<file path="src/rtl/mdu_pkg.sv">
// Shared types, widths and op-decode helpers for the RV32M multiply/divide unit.
package mdu_pkg;

    localparam int MDU_WIDTH = 32;

    typedef enum logic [2:0] {
        OP_MUL    = 3'b000,
        OP_MULH   = 3'b001,
        OP_MULHSU = 3'b010,
        OP_MULHU  = 3'b011,
        OP_DIV    = 3'b100,
        OP_DIVU   = 3'b101,
        OP_REM    = 3'b110,
        OP_REMU   = 3'b111
    } mdu_op_t;

    typedef enum logic [1:0] {
        IDLE,
        CALC,
        FINISH
    } mdu_state_t;

    function automatic logic is_div(input mdu_op_t op);
        return op[2];
    endfunction

    function automatic logic is_signed_a(input mdu_op_t op);
        return op inside {OP_MUL, OP_MULH, OP_MULHSU, OP_DIV, OP_REM};
    endfunction

    function automatic logic is_signed_b(input mdu_op_t op);
        return op inside {OP_MUL, OP_MULH, OP_DIV, OP_REM};
    endfunction

endpackage

</file>
<file path="src/rtl/mdu_sign_fix.sv">
// Conditional two's-complement negation, used both to take magnitudes
// of signed operands and to restore the sign of finished results.
module mdu_sign_fix #(
    parameter int W = 32
) (
    input  logic [W-1:0] value,
    input  logic         negate,
    output logic [W-1:0] fixed
);

    assign fixed = negate ? -value : value;

endmodule

</file>
<file path="src/rtl/mul_div_unit.sv">
// Iterative RV32M multiply/divide unit: radix-2 shift-add multiply and
// restoring divide sharing one 2*WIDTH accumulator.
module mul_div_unit
    import mdu_pkg::*;
#(
    parameter int WIDTH = MDU_WIDTH,
    parameter int CNT_W = $clog2(WIDTH) + 1
) (
    input  logic             clk,
    input  logic             reset,
    input  logic             start,
    input  logic             kill,
    input  logic [2:0]       op,
    input  logic [WIDTH-1:0] src_a,
    input  logic [WIDTH-1:0] src_b,
    output logic             busy,
    output logic             done,
    output logic [WIDTH-1:0] result
);

    mdu_state_t         state;
    mdu_state_t         state_nxt;
    mdu_op_t            op_in;
    mdu_op_t            op_q;
    logic [2*WIDTH-1:0] acc;
    logic [WIDTH-1:0]   opnd;
    logic [CNT_W-1:0]   cnt;
    logic               neg_res;
    logic               neg_rem;
    logic [WIDTH-1:0]   result_q;

    logic               sign_a;
    logic               sign_b;
    logic [WIDTH-1:0]   mag_a;
    logic [WIDTH-1:0]   mag_b;
    logic               div_zero;
    logic               div_ovf;
    logic               fast;
    logic               accept;

    logic [WIDTH:0]     mul_sum;
    logic [WIDTH:0]     div_tmp;
    logic [WIDTH:0]     div_diff;

    logic [2*WIDTH-1:0] prod_fix;
    logic [WIDTH-1:0]   quo_fix;
    logic [WIDTH-1:0]   rem_fix;
    logic [WIDTH-1:0]   res_sel;

    assign op_in  = mdu_op_t'(op);
    assign sign_a = is_signed_a(op_in) & src_a[WIDTH-1];
    assign sign_b = is_signed_b(op_in) & src_b[WIDTH-1];

    mdu_sign_fix #(.W(WIDTH)) u_mag_a (
        .value  (src_a),
        .negate (sign_a),
        .fixed  (mag_a)
    );

    mdu_sign_fix #(.W(WIDTH)) u_mag_b (
        .value  (src_b),
        .negate (sign_b),
        .fixed  (mag_b)
    );

    assign div_zero = is_div(op_in) && (src_b == '0);
    assign div_ovf  = (op_in == OP_DIV || op_in == OP_REM)
                   && (src_a == {1'b1, {(WIDTH-1){1'b0}}})
                   && (src_b == '1);
    assign fast     = div_zero | div_ovf;
    assign accept   = (state == IDLE) && start && !kill;

    // Multiply: add into the upper half, then shift the whole product right.
    assign mul_sum  = {1'b0, acc[2*WIDTH-1:WIDTH]}
                    + {1'b0, opnd & {WIDTH{acc[0]}}};
    // Divide: partial remainder shifted left with the next dividend bit.
    assign div_tmp  = acc[2*WIDTH-1:WIDTH-1];
    assign div_diff = div_tmp - {1'b0, opnd};

    always_ff @(posedge clk) begin
        if (reset) begin
            state <= IDLE;
        end else begin
            state <= state_nxt;
        end
    end

    always_comb begin
        state_nxt = state;
        unique case (state)
            IDLE:    if (accept) state_nxt = fast ? FINISH : CALC;
            CALC: begin
                if (kill) begin
                    state_nxt = IDLE;
                end else if (cnt == CNT_W'(WIDTH - 1)) begin
                    state_nxt = FINISH;
                end
            end
            FINISH:  state_nxt = IDLE;
            default: state_nxt = IDLE;
        endcase
    end

    always_ff @(posedge clk) begin
        if (reset) begin
            acc      <= '0;
            opnd     <= '0;
            cnt      <= '0;
            op_q     <= OP_MUL;
            neg_res  <= 1'b0;
            neg_rem  <= 1'b0;
            result_q <= '0;
        end else begin
            unique case (state)
                IDLE: begin
                    if (accept) begin
                        op_q    <= op_in;
                        cnt     <= '0;
                        neg_res <= fast ? 1'b0 : (sign_a ^ sign_b);
                        neg_rem <= fast ? 1'b0 : sign_a;
                        opnd    <= is_div(op_in) ? mag_b : mag_a;
                        if (div_zero) begin
                            acc <= {src_a, {WIDTH{1'b1}}};
                        end else if (div_ovf) begin
                            acc <= {{WIDTH{1'b0}}, src_a};
                        end else if (is_div(op_in)) begin
                            acc <= {{WIDTH{1'b0}}, mag_a};
                        end else begin
                            acc <= {{WIDTH{1'b0}}, mag_b};
                        end
                    end
                end
                CALC: begin
                    cnt <= cnt + CNT_W'(1);
                    if (!is_div(op_q)) begin
                        acc <= {mul_sum, acc[WIDTH-1:1]};
                    end else if (!div_diff[WIDTH]) begin
                        acc <= {div_diff[WIDTH-1:0], acc[WIDTH-2:0], 1'b1};
                    end else begin
                        acc <= {div_tmp[WIDTH-1:0], acc[WIDTH-2:0], 1'b0};
                    end
                end
                FINISH: begin
                    if (!kill) result_q <= res_sel;
                end
                default: ;
            endcase
        end
    end

    mdu_sign_fix #(.W(2*WIDTH)) u_fix_prod (
        .value  (acc),
        .negate (neg_res),
        .fixed  (prod_fix)
    );

    mdu_sign_fix #(.W(WIDTH)) u_fix_quo (
        .value  (acc[WIDTH-1:0]),
        .negate (neg_res),
        .fixed  (quo_fix)
    );

    mdu_sign_fix #(.W(WIDTH)) u_fix_rem (
        .value  (acc[2*WIDTH-1:WIDTH]),
        .negate (neg_rem),
        .fixed  (rem_fix)
    );

    always_comb begin
        res_sel = '0;
        unique case (op_q)
            OP_MUL:                       res_sel = prod_fix[WIDTH-1:0];
            OP_MULH, OP_MULHSU, OP_MULHU: res_sel = prod_fix[2*WIDTH-1:WIDTH];
            OP_DIV, OP_DIVU:              res_sel = quo_fix;
            default:                      res_sel = rem_fix;
        endcase
    end

    assign busy   = (state == CALC);
    assign done   = (state == FINISH) && !kill;
    assign result = done ? res_sel : result_q;

endmodule

</file>
<file path="config.mk">
export PLATFORM = sky130hd
export DESIGN_NAME = mul_div_unit
export DESIGN_NICKNAME = d
export VERILOG_FILES = /design/src/rtl/mdu_pkg.sv /design/src/rtl/mdu_sign_fix.sv /design/src/rtl/mul_div_unit.sv
export SDC_FILE = /design/constraint.sdc
export NUM_CORES = 1
export LEC_CHECK = 0
export BUFFER_PORTS_ARGS = -buffer_cell sky130_fd_sc_hd__buf_2
export CAP_MARGIN = 10
export CORE_UTILIZATION = 35
export DETAILED_ROUTE_END_ITERATION = 8
export PLACE_DENSITY = 0.48
export RECOVER_POWER = 50
export SLEW_MARGIN = 10
export SYNTH_ARGS = -nofsm -noshare
export SYNTH_HDL_FRONTEND = slang
export SYNTH_HIERARCHICAL = 1
export SYNTH_SLANG_ARGS = --single-unit
</file>
<file path="constraint.sdc">
create_clock -name clk -period 4.9 [get_ports clk]
set_clock_uncertainty 0.05 [all_clocks]
set_input_delay 0.98 -clock clk [delete_from_list [all_inputs] [get_ports clk]]
set_output_delay 0.98 -clock clk [all_outputs]
set_load 0.1 [all_outputs]
</file>
==> results.yml <==
synthesis:
  synth.distinct_cells: 80
  syn_inst: 2177
  synth-edff-count: 0
  synth_area_sq_mm: 0.0165
  avgSynthCellArea_sq_um: 7.58
  synth_fp_nets: 2320
  async_reset_ff_share_pct: 0
  synth_seq_cells: 141
  synthTopCellsByArea: "dfxtp_1 17%, xnor2_1 11%, ha_1 5.3%"
  yosysSeqAreaShare_pct: 17.1
  synth_top_area_share_pct: 17.1
  synth_area_leader_cell: "dfxtp_1"
  ys.flop_type: "dfxtp_1"
  ys_warn_count: 6
timing:
  fmax_mhz: 208
  finalMaxSlewViolations: 120
  setup_viol: 0
  tightestPinTransition_ns: 1.84
  hold_ws_ns: 0.437
  min_period_ns: 4.80
  hold_viol: 0
  slew_headroom_pct: -22.9
  period_share_pct: 98.0
placement:
  place.port_buffers: 104
  gp_congestion: 0.956
  dp_cells: 2795
  dp_hpwl_mm: 52.1
  placed_cell_area_sq_mm: 0.0181
power:
  p_comb_share_pct: 43.4
  swShare_pct: 43.2
  p_int_uw: 2730
  ir_drop_mv: 0.216
  fin_total_pwr_uw: 4800
  power.switching_uw: 2070
  clkPwrFrac_pct: 28.4
  sequentialPowerShare_pct: 28.2
  power.leakage_uw: 0.00694
  p_per_area_mw_per_mm2: 257
route:
  viasPerCell: 6.24
  route.detailed.drc: 0
  drt-total-wl_mm: 68.2
  wire_per_inst_um: 24.1
  dr.pass1.iters: 6
  vias: 17700
  drtIter0Drc: 1568
  antenna_left: 0
layout:
  n_antenna_cell: 0
  stdcell_area_sq_mm: 0.0187
  num-nets-final: 2350
  n_fill_cell: 4788
  drive_gt1_share_pct: 14.5
  syn_to_final_growth_pct: 13.2
  finalNonFillerCells: 2827
  fin_util_pct: 40.2
grt:
  grt_usage_pct: 28.3
  grt_pass1_vias: 16400
  grt_max_degree: 88
  antenna_found_initial: 0
  grt_pass1_wl_mm: 102
  overflow: 0
outcome:
  violations: "max-capacitance violations, max-slew violations"
  status: "finished with violations"
cts:
  clkLatencyLatePin_ns: 0.49
  htree_levels: 4
  cts_buffers: 17
  cts_tree: "done"
  postCtsSetupBuffers: 0
  clock_path_buffers: 2
  cts-root-buf: "clkbuf_16"
  clkSinkCount: 141
  path_clk_slew_ns: 0.07
setup_path:
  start_kind: "flop"
  critPathArrivalTime_ns: 3.77
  crit_path_end_kind: "output port"
  critPathMaxFanout: 7
  worstSetupPathType: "reg2out"
  worst_ep_required_time_ns: 3.87
flow_run:
  maxCapViolCount: 3
die:
  boundaryPins: 105
  start_util_pct: 35.5
  die_y_um: 219
  die_w_um: 219
  rows: 79
  core_area_sq_mm: 0.0466
  dieArea_sq_mm: 0.0481
min_path:
  min_path_type: "reg2reg"
-- per-stage QoR --
step / worst slack [ns] / TNS, ns
3_5_place_dp: 0.536 / 0
5_1_grt: -0.00655 / -0.00655
4_1_cts: 0.0507 / 0
3_3_place_gp: 0.586 / 0
6_report: 0.0996 / 0
2_1_floorplan: -0.0278 / -0.0278
-- registers in the layout, summed over array words and instances, names as in the netlist --
| register | cells |
|---|---|
| acc | 64 |
| state | 2 |
| neg_rem | 1 |
| result_q | 32 |
| cnt | 6 |
| op_q | 3 |
| opnd | 32 |
| neg_res | 1 |
-- layout by cell type, fill, tap and decap left out, types with 22 or more instances in the layout --
cell type / n
inv_1: 68
nand2b_1: 22
xnor2_1: 206
mux2i_1: 68
a2111oi_0: 36
a21oi_1: 138
ha_1: 70
o31ai_1: 64
o22a_1: 32
o41ai_1: 52
buf_2: 73
o22ai_1: 40
o21ai_0: 85
a211oi_1: 55
nor4_1: 34
nand2_1: 153
or4_1: 25
buf_4: 61
nand4_1: 28
a21o_1: 34
nand3_1: 39
dfxtp_1: 139
nor2b_1: 41
mux2_2: 39
or3_1: 27
nor2_1: 141
o31ai_2: 27
nor3_1: 57
xor2_1: 22
and2_1: 45
-- per-layer routing --
layer	vias up	global-route usage, %	routed length (um)
li1	8311	-	-
met1	8627	38.4	31000
met2	622	46.1	31500
met3	93	3.41	3850
met4	0	9.38	1930
met5	-	0	0
-- power by group through the flow --
stage	registers, uW	clock network [uW]	logic (uW)
2_1_floorplan	1340	0	1430
3_3_place_gp	1370	0	2030
3_5_place_dp	1380	0	2040
4_1_cts	1350	1400	2050
5_1_grt	1360	1440	2240
6_report	1350	1370	2090
-- critical path, cell delays in order, from the launching register on --
cell     delay, ns
dfxtp_1       0.43
or4_1         0.56
or4_4         0.45
or4_4         0.53
o41ai_2       0.31
xnor2_1       0.17
o22ai_1       0.11
o31ai_1       0.47
buf_12        0.24
-- Yosys cell counts (all sizes together), types with 58 or more instances --
| master | instances |
|---|---|
| ha | 70 |
| xnor2 | 206 |
| o41ai | 62 |
| a21oi | 138 |
| nand2 | 154 |
| o31ai | 93 |
| o21ai | 92 |
| dfxtp | 141 |
| nor2 | 141 |
| clkbuf | 136 |
| nor3 | 58 |
| inv | 69 |
| mux2i | 68 |
-- cells by family after synthesis --
kind of cell,share of synthesized area [%]
flops,17.1
mux,7.51
xor+xnor,12.1
simple gates,22.6
fa+ha+maj,5.55
buf+inv,5.60
compound gates,29.6
-- path summary, 6_finish.rpt --
check / start / end / slack [ns] / cells after the start
max: acc[46] / result[25] / 0.1 / 8
min: op_q[0] / op_q[0] / 0.44 / 2
max reg2reg: acc[31] / acc[61] / 0.63 / 13
min reg2reg: op_q[0] / op_q[0] / 0.44 / 2
-- timing repair --
| item | CTS | global route |
|---|---|---|
| hold buffers | 0 | 0 |
| cloned | 0 | 0 |
| pin swaps | 0 | 1 |
| endpoints found under the hold margin | 0 | 0 |
| gates resized for setup | 1 | 12 |
| endpoints found under the setup margin | 1 | 12 |
-- layout make-up --
| type | instances | area (sq um) | share of cell area [%] |
|---|---|---|---|
| well taps | 607 | 759 | 4.06 |
| flip-flops and latches | 141 | 2830 | 15.1 |
| multi-input cells | 1806 | 12900 | 69.2 |
| repair buffers | 172 | 1330 | 7.13 |
| clock buffers | 18 | 439 | 2.35 |
| clock inverters | 14 | 149 | 0.796 |
| inverters | 69 | 259 | 1.39 |
Note: power is estimated with default switching activity, not from simulation.
